[src/rtl/bullet_pool_sched.sv]
// -----------------------------------------------------------------------------
// bullet_pool_sched
// Shared-pool scheduler for the bullet datapath. It owns NUM_SLOTS bullet
// instances, arbitrates fire requests from two tanks, and issues one-cycle
// create pulses to the lowest free slot. It tracks each slot through
// FREE / PENDING / LIVE and enforces a per-tank live limit and fire cooldown.
//
// Ports:
//   Reset            in   async, active-high reset
//   frame_clk        in   clock, one edge per video frame
//   fire_req[1:0]    in   level fire keys (bit0 = tank0, bit1 = tank1)
//   bullet_active    in   is_bullet_active from each bullet instance
//   create           out  one-hot, one-cycle create pulse to a slot
//   slot_owner       out  per-slot owner (0 = tank0, 1 = tank1)
//   slot_busy        out  slot is PENDING or LIVE
//   live_count0/1    out  slots owned by tank0 / tank1 (PENDING + LIVE)
//   fire_ack[1:0]    out  one-cycle pulse when a tank's create is issued
//   fire_drop[1:0]   out  one-cycle pulse when a tank's request is discarded
//   cooldown_active  out  tank's cooldown counter is nonzero
// -----------------------------------------------------------------------------
module bullet_pool_sched #(
   parameter int NUM_SLOTS    = 8,
   parameter int MAX_PER_TANK = 4,
   parameter int COOLDOWN     = 15,
   parameter int PEND_TIMEOUT = 4
) (
   input  logic                 Reset,
   input  logic                 frame_clk,
   input  logic [1:0]           fire_req,
   input  logic [NUM_SLOTS-1:0] bullet_active,
   output logic [NUM_SLOTS-1:0] create,
   output logic [NUM_SLOTS-1:0] slot_owner,
   output logic [NUM_SLOTS-1:0] slot_busy,
   output logic [3:0]           live_count0,
   output logic [3:0]           live_count1,
   output logic [1:0]           fire_ack,
   output logic [1:0]           fire_drop,
   output logic [1:0]           cooldown_active
);

   localparam int IDX_W = $clog2(NUM_SLOTS);

   typedef enum logic [1:0] {SLOT_FREE, SLOT_PENDING, SLOT_LIVE} slot_state_t;

   slot_state_t          slot_st    [NUM_SLOTS];
   slot_state_t          slot_st_nx [NUM_SLOTS];
   logic [3:0]           pend_tmr    [NUM_SLOTS];
   logic [3:0]           pend_tmr_nx [NUM_SLOTS];
   logic [7:0]           cool_cnt    [2];
   logic [7:0]           cool_cnt_nx [2];
   logic [1:0]           fire_prev;
   logic [1:0]           pend, pend_nx;
   logic                 rr_ptr, rr_nx;
   logic [NUM_SLOTS-1:0] owner_nx, create_nx;
   logic [1:0]           ack_nx, drop_nx, elig;
   logic [3:0]           live0_nx, live1_nx;
   logic                 any_free, grant_valid, grant_tank;
   logic [IDX_W-1:0]     free_idx;

   always_comb begin
      for (int i = 0; i < NUM_SLOTS; i++) slot_busy[i] = (slot_st[i] != SLOT_FREE);
   end

   assign cooldown_active = {(cool_cnt[1] != 8'd0), (cool_cnt[0] != 8'd0)};

   always_comb begin
      // NOTE: every signal written here gets a default first, so no path can
      // leave it unassigned and infer a latch.
      any_free = 1'b0;
      free_idx = '0;
      // Scan high to low so the lowest-index FREE slot wins. The search uses
      // pre-edge state: a slot freeing on this edge is not reusable until the next.
      for (int i = NUM_SLOTS - 1; i >= 0; i--) begin
         if (slot_st[i] == SLOT_FREE) begin
            any_free = 1'b1;
            free_idx = IDX_W'(i);
         end
      end

      elig[0] = pend[0] && (cool_cnt[0] == 8'd0) && (live_count0 < 4'(MAX_PER_TANK)) && any_free;
      elig[1] = pend[1] && (cool_cnt[1] == 8'd0) && (live_count1 < 4'(MAX_PER_TANK)) && any_free;

      grant_valid = |elig;
      grant_tank  = (elig == 2'b11) ? rr_ptr : elig[1];
      rr_nx       = (elig == 2'b11) ? ~rr_ptr : rr_ptr;

      ack_nx = 2'b00;
      if (grant_valid) ack_nx[grant_tank] = 1'b1;
      // A pending but ineligible request is discarded; the losing tank of a
      // contested edge is still eligible and keeps its pend bit.
      drop_nx = pend & ~elig;

      for (int t = 0; t < 2; t++) begin
         // A new key edge while a request is already pending merges into it.
         pend_nx[t]     = pend[t] ? ~(ack_nx[t] | drop_nx[t]) : (fire_req[t] & ~fire_prev[t]);
         cool_cnt_nx[t] = ack_nx[t]                ? 8'(COOLDOWN)      :
                          (cool_cnt[t] != 8'd0)    ? cool_cnt[t] - 8'd1 : 8'd0;
      end

      owner_nx  = slot_owner;
      create_nx = '0;
      for (int i = 0; i < NUM_SLOTS; i++) begin
         slot_st_nx[i]  = slot_st[i];
         pend_tmr_nx[i] = pend_tmr[i];
         case (slot_st[i])
            SLOT_FREE: begin
               if (grant_valid && (free_idx == IDX_W'(i))) begin
                  slot_st_nx[i]  = SLOT_PENDING;
                  pend_tmr_nx[i] = 4'd0;
                  owner_nx[i]    = grant_tank;
                  create_nx[i]   = 1'b1;
               end
            end
            SLOT_PENDING: begin
               if (bullet_active[i])
                  slot_st_nx[i] = SLOT_LIVE;
               else if (pend_tmr[i] == 4'(PEND_TIMEOUT - 1))
                  slot_st_nx[i] = SLOT_FREE;    // bullet never came up: reclaim
               else
                  pend_tmr_nx[i] = pend_tmr[i] + 4'd1;
            end
            SLOT_LIVE: begin
               if (!bullet_active[i]) slot_st_nx[i] = SLOT_FREE;
            end
            default: slot_st_nx[i] = SLOT_FREE;
         endcase
      end

      // Live counts are recounted from next-state ownership, so a grant and a
      // free on the same edge net out and the sum always matches slot_busy.
      live0_nx = 4'd0;
      live1_nx = 4'd0;
      for (int i = 0; i < NUM_SLOTS; i++) begin
         if (slot_st_nx[i] != SLOT_FREE) begin
            if (owner_nx[i]) live1_nx = live1_nx + 4'd1;
            else             live0_nx = live0_nx + 4'd1;
         end
      end
   end

   always_ff @(posedge frame_clk or posedge Reset) begin
      if (Reset) begin
         // NOTE: the per-slot state and timer arrays are plain flops, not a RAM,
         // so every element is cleared by reset.
         for (int i = 0; i < NUM_SLOTS; i++) begin
            slot_st[i]  <= SLOT_FREE;
            pend_tmr[i] <= 4'd0;
         end
         cool_cnt[0] <= 8'd0;
         cool_cnt[1] <= 8'd0;
         fire_prev   <= 2'b00;
         pend        <= 2'b00;
         rr_ptr      <= 1'b0;
         slot_owner  <= '0;
         create      <= '0;
         fire_ack    <= 2'b00;
         fire_drop   <= 2'b00;
         live_count0 <= 4'd0;
         live_count1 <= 4'd0;
      end else begin
         // NOTE: non-blocking assignments so every register samples pre-edge values.
         for (int i = 0; i < NUM_SLOTS; i++) begin
            slot_st[i]  <= slot_st_nx[i];
            pend_tmr[i] <= pend_tmr_nx[i];
         end
         cool_cnt[0] <= cool_cnt_nx[0];
         cool_cnt[1] <= cool_cnt_nx[1];
         fire_prev   <= fire_req;
         pend        <= pend_nx;
         rr_ptr      <= rr_nx;
         slot_owner  <= owner_nx;
         create      <= create_nx;
         fire_ack    <= ack_nx;
         fire_drop   <= drop_nx;
         live_count0 <= live0_nx;
         live_count1 <= live1_nx;
      end
   end

endmodule

[config.mk]
export PLATFORM = sky130hd
export DESIGN_NAME = bullet_pool_sched
export DESIGN_NICKNAME = d
export VERILOG_FILES = /design/src/rtl/bullet_pool_sched.sv
export SDC_FILE = /design/constraint.sdc
export NUM_CORES = 1
export LEC_CHECK = 0
export ABC_AREA = 1
export CAP_MARGIN = 40
export CORE_ASPECT_RATIO = 1.75
export CORE_MARGIN = 1
export CORE_UTILIZATION = 55
export CTS_BUF_LIST = sky130_fd_sc_hd__clkbuf_4 sky130_fd_sc_hd__clkbuf_8
export CTS_CLUSTER_SIZE = 14
export DETAILED_ROUTE_END_ITERATION = 10
export PLACE_DENSITY = 0.79
export SYNTH_ARGS = -nofsm -noshare
export SYNTH_HDL_FRONTEND = slang
export SYNTH_SLANG_ARGS = --single-unit
[constraint.sdc]
create_clock -name frame_clk -period 4.5 [get_ports frame_clk]
set_input_delay 0.675 -clock frame_clk [delete_from_list [all_inputs] [get_ports frame_clk]]
set_output_delay 0.675 -clock frame_clk [all_outputs]
set_load 0.1 [all_outputs]
* Word level (Yosys, flattened, before mapping) *
Index checks and enable logic that the tools add are counted.

word-level totals
  register bits = 97
  bits in latches = 0
  memory bits (writable) = 0
  bits in read-only memories = 0
  input port bits = 12
  output and inout port bits = 38
  word-level logic and storage cells = 345
  memories kept = 0

operators by class
  add/sub/neg operators = 24
  $mul = 0
  divide/modulo/power cells = 0
  $lt $le $gt $ge = 4
  equal/unequal tests = 56
  shifts and indexed selects = 0
  mux-type cells = 162
  bitwise operators = 11
  reduce and logical (&&, ||, !) cells = 61

operators with widths
  cell                                                                           count
  4-bit 2-to-1 mux                                                               52
  4-bit by 1-bit adder with 4-bit output (second input constant)                 22
  2-bit 2-to-1 mux                                                               33
  4-bit case mux with 2 select lines                                             8
  1-bit 2-to-1 mux                                                               48
  2-bit case mux with 3 select lines                                             8
  2-bit nonzero test                                                             24
  4-bit by 2-bit equality test with 1-bit output (second input constant)         8
  8-bit 2-to-1 mux                                                               4
  2-bit inequality test (second input constant)                                  16
  4-bit AND reduction                                                            8
  3-bit 2-to-1 mux                                                               8
  2-bit equality test (second input constant)                                    9
  2-bit by 1-bit equality test with 1-bit output (second input constant)         8
  2-bit logical NOT                                                              8
  8-bit logical NOT                                                              2
  2-bit by 1-bit inequality test with 1-bit output (second input constant)       8
  8-bit nonzero test                                                             2
  8-bit by 1-bit subtractor with 8-bit output (second input constant)            2
  1-bit logical AND                                                              15
  3-bit equality test (second input constant)                                    4
  4-bit by 3-bit less-than comparator with 1-bit output (second input constant)  2
  3-bit by 2-bit equality test with 1-bit output (second input constant)         2
  1-bit inverter                                                                 5
  10 further kinds                                                               12

* Logic depth before layout (Yosys ltp) *
  word-level depth = 37
  gate-level depth with buffers = 40
  gate-level depth less buffers = 40

* Worst setup path before layout *
OpenSTA, ideal clock, no wires.

  kind = register to register
  from = register slot_st[14] in the netlist's numbering
  to = register live_count0[1]
  library setup time = 120 ps
  arrival = 5203 ps
  path slack = -823 ps
  cell stages (with the launch flop) = 33
  cells stage by stage = dfrtp_1 > inv_1 > nand2_1 > nand2_1 > nor2_1 > nand2_1 > nand2_1 > nor2_2 > inv_1 > o21ai_0 > inv_1 > ha_1 > nand2_1 > nand2_1 > ha_1 > nand4_1 > nand2_1 > ha_1 > inv_1 > nand2_1 > and2_1 > ha_1 > nand2_1 > nand2_1 > nand4_2 > nand2_1 > inv_1 > ha_1 > nand2_1 > nand2_1 > ha_1 > o21ai_0 > inv_1

between the ends
  elaborated cells between the ends (all ways) = 92
  classes of those cells = 7 x add/sub; 10 x eq/ne; 54 x mux; 21 x reduce/logical

RTL lines
  element                                                           RTL line  RTL
  start: declaration                                                45        slot_state_t slot_st [NUM_SLOTS];
  start signal: indexed assignment                                  163       slot_st[i] <= slot_st_nx[i];
  2-bit logical NOT (*)                                             74        if (slot_st[i] == SLOT_FREE) begin
  1-bit 2-to-1 mux                                                  74
  1-bit logical AND (on tied branches)                              80, 81
  2-bit equality test / 2-bit OR reduction (equally long branches)  84, 83
  1-bit 2-to-1 mux / 1-bit logical AND (equally long branches)      84, 107
  1-bit 2-to-1 mux (*)                                              107       if (grant_valid && (free_idx == IDX_W'(i))) begin
  1-bit 2-to-1 mux (*)                                              105       case (slot_st[i])
  via owner_nx[1]                                                   54        logic [NUM_SLOTS-1:0] owner_nx, create_nx;
  [13 not listed]                                                   --
  4-bit 2-to-1 mux (*)                                              134       if (slot_st_nx[i] != SLOT_FREE) begin
  4-bit by 1-bit adder with 4-bit output                            136       else live0_nx = live0_nx + 4'd1;
  4-bit 2-to-1 mux                                                  135       if (owner_nx[i]) live1_nx = live1_nx + 4'd1;
  4-bit 2-to-1 mux (*)                                              134
  4-bit by 1-bit adder with 4-bit output                            136
  4-bit 2-to-1 mux                                                  135
  4-bit 2-to-1 mux (*)                                              134
  via live0_nx[1]                                                   56        logic [3:0] live0_nx, live1_nx;
  end signal: assignment                                            175       live_count0 <= live0_nx;
  end: declaration                                                  34        output logic [3:0] live_count0,

The timed path passes the listed nets; every way through them passes the cells marked *.
A chain may end at the register's enable or synchronous reset.

* Final worst setup path *
  from = register cool_cnt[9] in the netlist's numbering
  to = register live_count0[3]

between the ends
  elaborated cells between the ends (all ways) = 78
  classes of those cells = 7 x add/sub; 1 x eq/ne; 49 x mux; 21 x reduce/logical

RTL lines
  element                                                           RTL line  RTL
  start: declaration                                                49        logic [7:0] cool_cnt [2];
  8-bit logical NOT (*)                                             80        elig[0] = pend[0] && (cool_cnt[0] == 8'd0) && (live_count0 < 4'(MAX_PER_TANK)) && any_free;
  1-bit logical AND (*) (3 in series)                               80
  2-bit equality test / 2-bit OR reduction (equally long branches)  84, 83
  1-bit 2-to-1 mux / 1-bit logical AND (equally long branches)      84, 107
  1-bit 2-to-1 mux (*)                                              107
  1-bit 2-to-1 mux (*)                                              105
  via owner_nx[1]                                                   54
  4-bit 2-to-1 mux (*)                                              135
  [12 not listed]                                                   --
  4-bit 2-to-1 mux (*)                                              134
  4-bit by 1-bit adder with 4-bit output                            136
  4-bit 2-to-1 mux                                                  135
  4-bit 2-to-1 mux (*)                                              134
  4-bit by 1-bit adder with 4-bit output                            136
  4-bit 2-to-1 mux                                                  135
  4-bit 2-to-1 mux (*)                                              134
  via live0_nx[3]                                                   56

Marks and branches as above.

==> flow_results.xml <==
<?xml version="1.0" encoding="UTF-8"?>
<metrics>
  <group name="yosys">
    <metric name="synth.net_count" unit="">818</metric>
    <metric name="synthTopCellsByCount" unit="">sky130_fd_sc_hd__inv_1 (149), sky130_fd_sc_hd__nand2_1 (149), sky130_fd_sc_hd__dfrtp_1 (97)</metric>
    <metric name="ys_types" unit="">36</metric>
    <metric name="synth.cell_area" unit="mm2">0.00601</metric>
    <metric name="synth_largest_area_cell" unit="">sky130_fd_sc_hd__dfrtp_1</metric>
    <metric name="postSynthRegisterBits" unit="">97</metric>
    <metric name="synth_async_sr_flop_share" unit="">1.00</metric>
    <metric name="syn_inst" unit="">782</metric>
    <metric name="synth_top_area_frac" unit="">0.404</metric>
    <metric name="ys_top_cells_by_area" unit="">sky130_fd_sc_hd__dfrtp_1 (40%), sky130_fd_sc_hd__inv_1 (9.3%), sky130_fd_sc_hd__nand2_1 (9.3%), sky130_fd_sc_hd__nand3_1 (5.2%), sky130_fd_sc_hd__ha_1 (5.0%)</metric>
    <metric name="yosysSeqAreaShare" unit="">0.404</metric>
    <metric name="synth-edff-count" unit="">0</metric>
    <metric name="yosysWarnings" unit="">0</metric>
    <metric name="syn_avg_cell_area" unit="um2">7.69</metric>
    <metric name="yosys_most_used_dff" unit="">sky130_fd_sc_hd__dfrtp_1</metric>
  </group>
  <group name="floorplanning">
    <metric name="floorplan.initialDensity" unit="">0.562</metric>
    <metric name="placeableCoreArea" unit="mm2">0.0107</metric>
    <metric name="floorplan.io_pins" unit="">50</metric>
    <metric name="die_height" unit="um">140</metric>
    <metric name="std_cell_rows" unit="">50</metric>
    <metric name="die_width" unit="um">81.0</metric>
    <metric name="die_area" unit="mm2">0.0114</metric>
  </group>
  <group name="grt">
    <metric name="grt_usage" unit="">0.285</metric>
    <metric name="grt_max_degree" unit="">68</metric>
    <metric name="initial_antenna_violation_count" unit="">0</metric>
    <metric name="grt_pass1_wl" unit="um">25000</metric>
    <metric name="grt_pass1_vias" unit="">5884</metric>
    <metric name="total_overflow_reported_by_the_global_router" unit="">0</metric>
  </group>
  <group name="critical_path">
    <metric name="setup.worst_path.end_class" unit="">flip-flop</metric>
    <metric name="worst-endpoint-arrival" unit="ns">4.81</metric>
    <metric name="crit_type" unit="">flip-flop to flip-flop</metric>
    <metric name="r2r.worst_path.cells" unit="">36</metric>
    <metric name="start_kind" unit="">flip-flop</metric>
    <metric name="timing.critical_path.slowest_stage_cell" unit="">sky130_fd_sc_hd__dfrtp_1</metric>
    <metric name="slowest_delay" unit="ns">0.40</metric>
    <metric name="timing.rr.end" unit="">live_count0[3]</metric>
    <metric name="worstPathRequired" unit="ns">4.77</metric>
    <metric name="worst_r2r_startpoint" unit="">cool_cnt[9]</metric>
    <metric name="critPathMaxFanout" unit="">4</metric>
    <metric name="regToRegSetupSlack" unit="ns">-0.04</metric>
    <metric name="worst_path_most_repeated_cell" unit="">sky130_fd_sc_hd__inv_2</metric>
  </group>
  <group name="sta">
    <metric name="grt_setup_unrepaired" unit="">yes</metric>
    <metric name="max_slew_headroom" unit="">0.367</metric>
    <metric name="final.hold.worst_slack" unit="ns">0.473</metric>
    <metric name="timing_max_transition_violations_final" unit="">0</metric>
    <metric name="clock_skew" unit="ns">0.0152</metric>
    <metric name="max_slew.worst_pin.slew" unit="ns">0.941</metric>
    <metric name="setup_violations_final" unit="">2</metric>
    <metric name="fmax" unit="MHz">220</metric>
    <metric name="clock_period_minus_final_worst_setup_slack" unit="ns">4.54</metric>
    <metric name="worst_slack" unit="ns">-0.0381</metric>
    <metric name="final-hold-violation-count" unit="">0</metric>
    <metric name="finalCritPeriodShare" unit="">1.01</metric>
  </group>
  <group name="pwr">
    <metric name="ir_drop" unit="V">0.000286</metric>
    <metric name="fin_total_pwr" unit="W">0.00261</metric>
    <metric name="power.density_cell_area" unit="mW/mm2">310</metric>
    <metric name="cellLeakagePower" unit="nW">4.36</metric>
  </group>
  <group name="finish">
    <metric name="area_used_by_multi_input_combinational_logic" unit="mm2">0.00333</metric>
    <metric name="fillCellCount" unit="">650</metric>
    <metric name="final_core_util" unit="">0.786</metric>
    <metric name="fin_nets" unit="">986</metric>
    <metric name="final-seq-area" unit="mm2">0.00243</metric>
    <metric name="antenna_cells" unit="">0</metric>
    <metric name="areaGrowthSynthToFinish" unit="%">39.8</metric>
    <metric name="final_layout_size_suffix_gt1_frac" unit="">0.297</metric>
  </group>
  <group name="clock_network">
    <metric name="ctsRootBufferMaster" unit="">sky130_fd_sc_hd__clkbuf_8</metric>
    <metric name="clock_latency" unit="ns">0.38</metric>
    <metric name="htreeDepth" unit="">3</metric>
    <metric name="cts_num_sinks" unit="">97</metric>
    <metric name="cts_inserted_buffers" unit="">9</metric>
    <metric name="clk_pin_slew" unit="ns">0.09</metric>
    <metric name="cts-root-to-sink-buffers" unit="">2</metric>
    <metric name="tritoncts" unit="">yes</metric>
  </group>
  <group name="hold_path">
    <metric name="class_of_the_tightest_hold_or_removal_check" unit="">flip-flop to flip-flop</metric>
    <metric name="min_path_cells" unit="">1</metric>
    <metric name="worst_hold_path.endpoint" unit="">pend[1]</metric>
    <metric name="hold_start" unit="">fire_prev[1]</metric>
  </group>
  <group name="run">
    <metric name="timing.max_cap.violations" unit="">0</metric>
  </group>
  <group name="place">
    <metric name="port_buffers" unit="">49</metric>
    <metric name="gp_congestion" unit="">0.915</metric>
    <metric name="place_hpwl" unit="um">11800</metric>
  </group>
  <group name="detailed_routing">
    <metric name="drt_wl_total" unit="um">15900</metric>
    <metric name="drtIter0Drc" unit="">360</metric>
    <metric name="antenna_violating_nets_post_route" unit="">0</metric>
    <metric name="detail_route.first_pass.iterations" unit="">5</metric>
    <metric name="vias_per_cell" unit="">5.41</metric>
    <metric name="routed-via-count" unit="">5869</metric>
    <metric name="wire_per_inst" unit="um">14.7</metric>
    <metric name="drc_errors" unit="">0</metric>
  </group>
  <group name="outcome">
    <metric name="violations" unit="">setup timing</metric>
    <metric name="run_status" unit="">finished with violations</metric>
  </group>
</metrics>
## repair_timing
item,CTS,global route
hold buffers,0,0
resized for setup,13,49
endpoints found under the setup margin,6,6
pin swaps,13,53
setup buffers,3,18
## cell type report
class / instances / share of cell area
multi-input cells: 519 / 0.396
repair buffers: 157 / 0.192
clock inverters: 7 / 0.0149
clock buffers: 9 / 0.0147
well taps: 130 / 0.0193
inverters: 166 / 0.0747
flip-flops and latches: 97 / 0.289
## worst max path at each step
stage                     slack [ns]             start  cells past startpoint             end
final                          -0.04       cool_cnt[9]                     36  live_count0[3]
after global routing           -0.27       cool_cnt[9]                     36  live_count0[3]
after CTS                      -0.02       cool_cnt[8]                     33  live_count0[1]
after detailed placement       -0.15  bullet_active[0]                     29  live_count0[1]
after global placement         -0.12  bullet_active[0]                     29  live_count0[1]
after floorplan                -0.07    live_count0[3]                     31  live_count0[1]
## flip-flops by register name, indices dropped and copies added, names as in the netlist
register and cells:
live_count0 4, rr_ptr 1, live_count1 4, create 8, cool_cnt 16, fire_prev 2
slot_owner 8, pend 2, slot_st 16, fire_drop 2, fire_ack 2, pend_tmr 32
## power breakdown
group	switching (W)	internal [W]	leakage [nW]	total, W
logic	0.000471	0.000361	2.96	0.000832
clock network	0.000332	0.000375	0.118	0.000706
registers	0.0000851	0.000982	1.28	0.00107
total	0.000888	0.00172	4.36	0.00261
## metrics by stage
| step | instances | setup TNS, ns | cell area, um2 | setup WS [ns] |
|---|---|---|---|---|
| 6_report | 1085 | -0.0643 | 8410 | -0.0381 |
| 5_1_grt | 1085 | -1.16 | 8410 | -0.266 |
| 4_1_cts | 1067 | -0.0161 | 8060 | -0.0161 |
| 3_5_place_dp | 1048 | -0.523 | 7740 | -0.153 |
| 3_3_place_gp | 1009 | -0.234 | 7140 | -0.118 |
| 2_1_floorplan | 782 | -0.104 | 6120 | -0.0661 |
## cell families (layout without fill, tap and decap cells)
logic type	Yosys count	after routing	share of synthesized area
AND/OR/NAND/NOR	409	409	0.355
flip-flops	97	97	0.404
AO/OA/AOI/OAI	76	76	0.0687
XOR/XNOR	10	10	0.0191
buffers and inverters	166	339	0.104
adder cells (fa/ha/maj)	24	24	0.0499
## critical path: cells and delay by family, from the launching register on
family	cells	cell delay (ns)
AND/OR/NAND/NOR	18	1.68
flip-flops	1	0.40
AO/OA/AOI/OAI	2	0.52
adder cells (fa/ha/maj)	6	1.18
buffers and inverters	10	0.65
## routing by layer
metal  up-vias  wire length (um)  GRT usage
met5         -                 0          0
met4         0               806      0.157
met3        60               562     0.0352
met2       165              8840      0.545
met1      2826              5730      0.282
li1       2818                 -          -
## cell usage in the layout, fill, tap and decap left out, types with 4 or more instances in the layout
cell / n
sky130_fd_sc_hd__clkdlybuf4s50_1: 49
sky130_fd_sc_hd__nor2_2: 13
sky130_fd_sc_hd__nor2_4: 13
sky130_fd_sc_hd__buf_4: 68
sky130_fd_sc_hd__xor2_1: 5
sky130_fd_sc_hd__buf_8: 38
sky130_fd_sc_hd__o21ai_1: 5
sky130_fd_sc_hd__ha_4: 11
sky130_fd_sc_hd__dfrtp_1: 93
sky130_fd_sc_hd__a21oi_1: 27
sky130_fd_sc_hd__nor2_1: 57
sky130_fd_sc_hd__nand3_1: 61
sky130_fd_sc_hd__inv_2: 28
sky130_fd_sc_hd__inv_1: 133
sky130_fd_sc_hd__clkbuf_8: 9
sky130_fd_sc_hd__nand2_4: 24
sky130_fd_sc_hd__nand2_2: 35
sky130_fd_sc_hd__and3_1: 6
sky130_fd_sc_hd__nand4_1: 7
sky130_fd_sc_hd__nor3_1: 28
sky130_fd_sc_hd__o21ai_0: 33
sky130_fd_sc_hd__nand3_4: 6
sky130_fd_sc_hd__nand3_2: 13
sky130_fd_sc_hd__nand2_1: 127
sky130_fd_sc_hd__ha_1: 13
sky130_fd_sc_hd__nor4_1: 8
sky130_fd_sc_hd__dfrtp_2: 4
Note: power is estimated with default switching activity, not from simulation.
==> RTL edit: new RTL, same flow settings <==
`NUM_SLOTS`: 8 -> 4.
--- a/src/rtl/bullet_pool_sched.sv
+++ b/src/rtl/bullet_pool_sched.sv
@@ -19,7 +19,7 @@
 //   cooldown_active  out  tank's cooldown counter is nonzero
 // -----------------------------------------------------------------------------
 module bullet_pool_sched #(
-   parameter int NUM_SLOTS    = 8,
+   parameter int NUM_SLOTS    = 4,
    parameter int MAX_PER_TANK = 4,
    parameter int COOLDOWN     = 15,
    parameter int PEND_TIMEOUT = 4
Interface: changed (resized bullet_active, create, slot_busy and slot_owner); port bits go from 50 to 34. The function was not compared with the original's and may differ.
==> RTL edit against the original RTL <==
Worst hold slack worse by 0.031 ns; routed wire length down 55%; area after synthesis down 45%; clock power down 40%; core utilization down 4.3 points; total power down 36%; final area down 48%; setup slack better by 1.0 ns; sequential cell count down 32; synthesized cell count down 50%; fmax up 29%; via count down 52%; clock skew down 0.0047 ns; highest routed layer unchanged.
==> RTL edit: results <==
sta:
  worstMarginPinSlew_ns: 0.694
  hold_ws_ns: 0.441
global_route:
  grt_max_degree: 30
  grt_use_met2_pct: 49.1
  grt_pass1_vias: 2988
  grt_pass1_wl_mm: 12.6
  grt_use_met3_pct: 6.19
  grt_usage_pct: 26.9
synthesis:
  synthTopCellsByCount: "72 x inv_1, 65 x dfrtp_1, 62 x nand2_1"
  ys_ff_latch: 65
  ys_seq_area_share_pct: 48.9
  synthTopCellsByArea: "dfrtp_1 49%, inv_1 8.1%, nand2_1 7.0%, ha_1 5.3%, nor2_1 4.2%"
  synthAdderAreaFrac_pct: 5.27
  syn_inst: 392
  syn_area_sq_mm: 0.00332
  netlist-cell-type-count: 29
  synth_compound_area_share_pct: 7.34
  synthesis.nets: 414
routing:
  vias_per_cell: 5.15
  route.met3.wl_um: 209
  drt-total-wl_mm: 7.19
  wl_per_cell_um: 13.2
  first_iter_violations: 119
  met1_length_mm: 2.62
  dr_wl_met2_mm: 4.18
cells_and_area:
  nNonClkBuffers: 61
  area_share_nonclk_buffers_pct: 17.3
  nNetsFinal: 485
  reg_top3: "cool_cnt (16), pend_tmr (16), slot_st (8)"
  multi_input_gates: 251
  nNonClkInverters: 75
  drive_gt1_share_pct: 15.8
  multi_input_area_share_pct: 32.5
  regArea_sq_mm: 0.00163
  area_delta_synth_final_pct: 30.4
  clockNetworkAreaShare_pct: 3.93
  nFillCells: 427
min_path:
  hold_class: "register to register"
place:
  placed_cells: 530
  dpl_cell_area_sq_mm: 0.00416
  gp_congestion: 0.870
  portBuffers: 33
  hpwl_mm: 5.81
  pre_cts_ws_ns: 1.01
worst_setup_path:
  worst-r2r-cell-count: 20
  r2r_start: "cool_cnt[8]$_DFF_PP0_"
  path_max_fanout: 11
  regToRegSetupSlack_ns: 0.99
  worstPathArrival_ns: 3.76
  reg2reg_to: "live_count1[2]$_DFF_PP0_"
power:
  clk-power_uw: 424
  p_total_mw: 1.66
  peakVddDrop_uv: 489
  seq-power_uw: 755
  leakagePower_nw: 2.24
cts:
  clkLatencyLatePin_ns: 0.34
  cts.repair.resized: 0
  path_clk_slew_ns: 0.07
  cts_setup_buffers: 0
outcome:
  status: "finished clean"
==> RTL edit: cell types whose count changed in the layout (fill, tap and decap cells not counted), sizes merged, moves of 9 or more <==
cell / before / now
nand2: 186 / 75
nor2: 84 / 46
ha: 24 / 14
o21ai: 42 / 21
clkdlybuf4s50: 49 / 33
nand3: 80 / 28
a21oi: 28 / 19
inv: 165 / 74
dfrtp: 97 / 65
buf: 108 / 28
==> RTL edit: critical path, stage by stage (launching register included) <==
cell	delay [ns]
dfrtp_1	0.38
inv_1	0.09
ha_1	0.16
nand3_1	0.07
nor2_1	0.55
nand3_2	0.22
nand2_4	0.16
nand2_1	0.12
nand2_1	0.12
nand2_2	0.08
nand2_1	0.08
inv_1	0.06
ha_1	0.30
nand2_1	0.08
nand2_1	0.08
ha_1	0.29
nand2_1	0.09
o21ai_2	0.07
ha_1	0.20
nand2_1	0.08
xor2_1	0.15
==> RTL edit: worst max-delay path by stage <==
| stage | start | to | slack [ns] |
|---|---|---|---|
| CTS | cool_cnt[8]$_DFF_PP0_ | live_count1[1]$_DFF_PP0_ | 1.0 |
| floorplan | live_count1[2]$_DFF_PP0_ | live_count0[1]$_DFF_PP0_ | 1.30 |
| detailed placement | cool_cnt[8]$_DFF_PP0_ | live_count1[1]$_DFF_PP0_ | 1.01 |
| global placement | cool_cnt[8]$_DFF_PP0_ | live_count1[1]$_DFF_PP0_ | 1.06 |
| finish | cool_cnt[8]$_DFF_PP0_ | live_count1[2]$_DFF_PP0_ | 0.99 |
| global route | cool_cnt[8]$_DFF_PP0_ | live_count1[2]$_DFF_PP0_ | 0.61 |
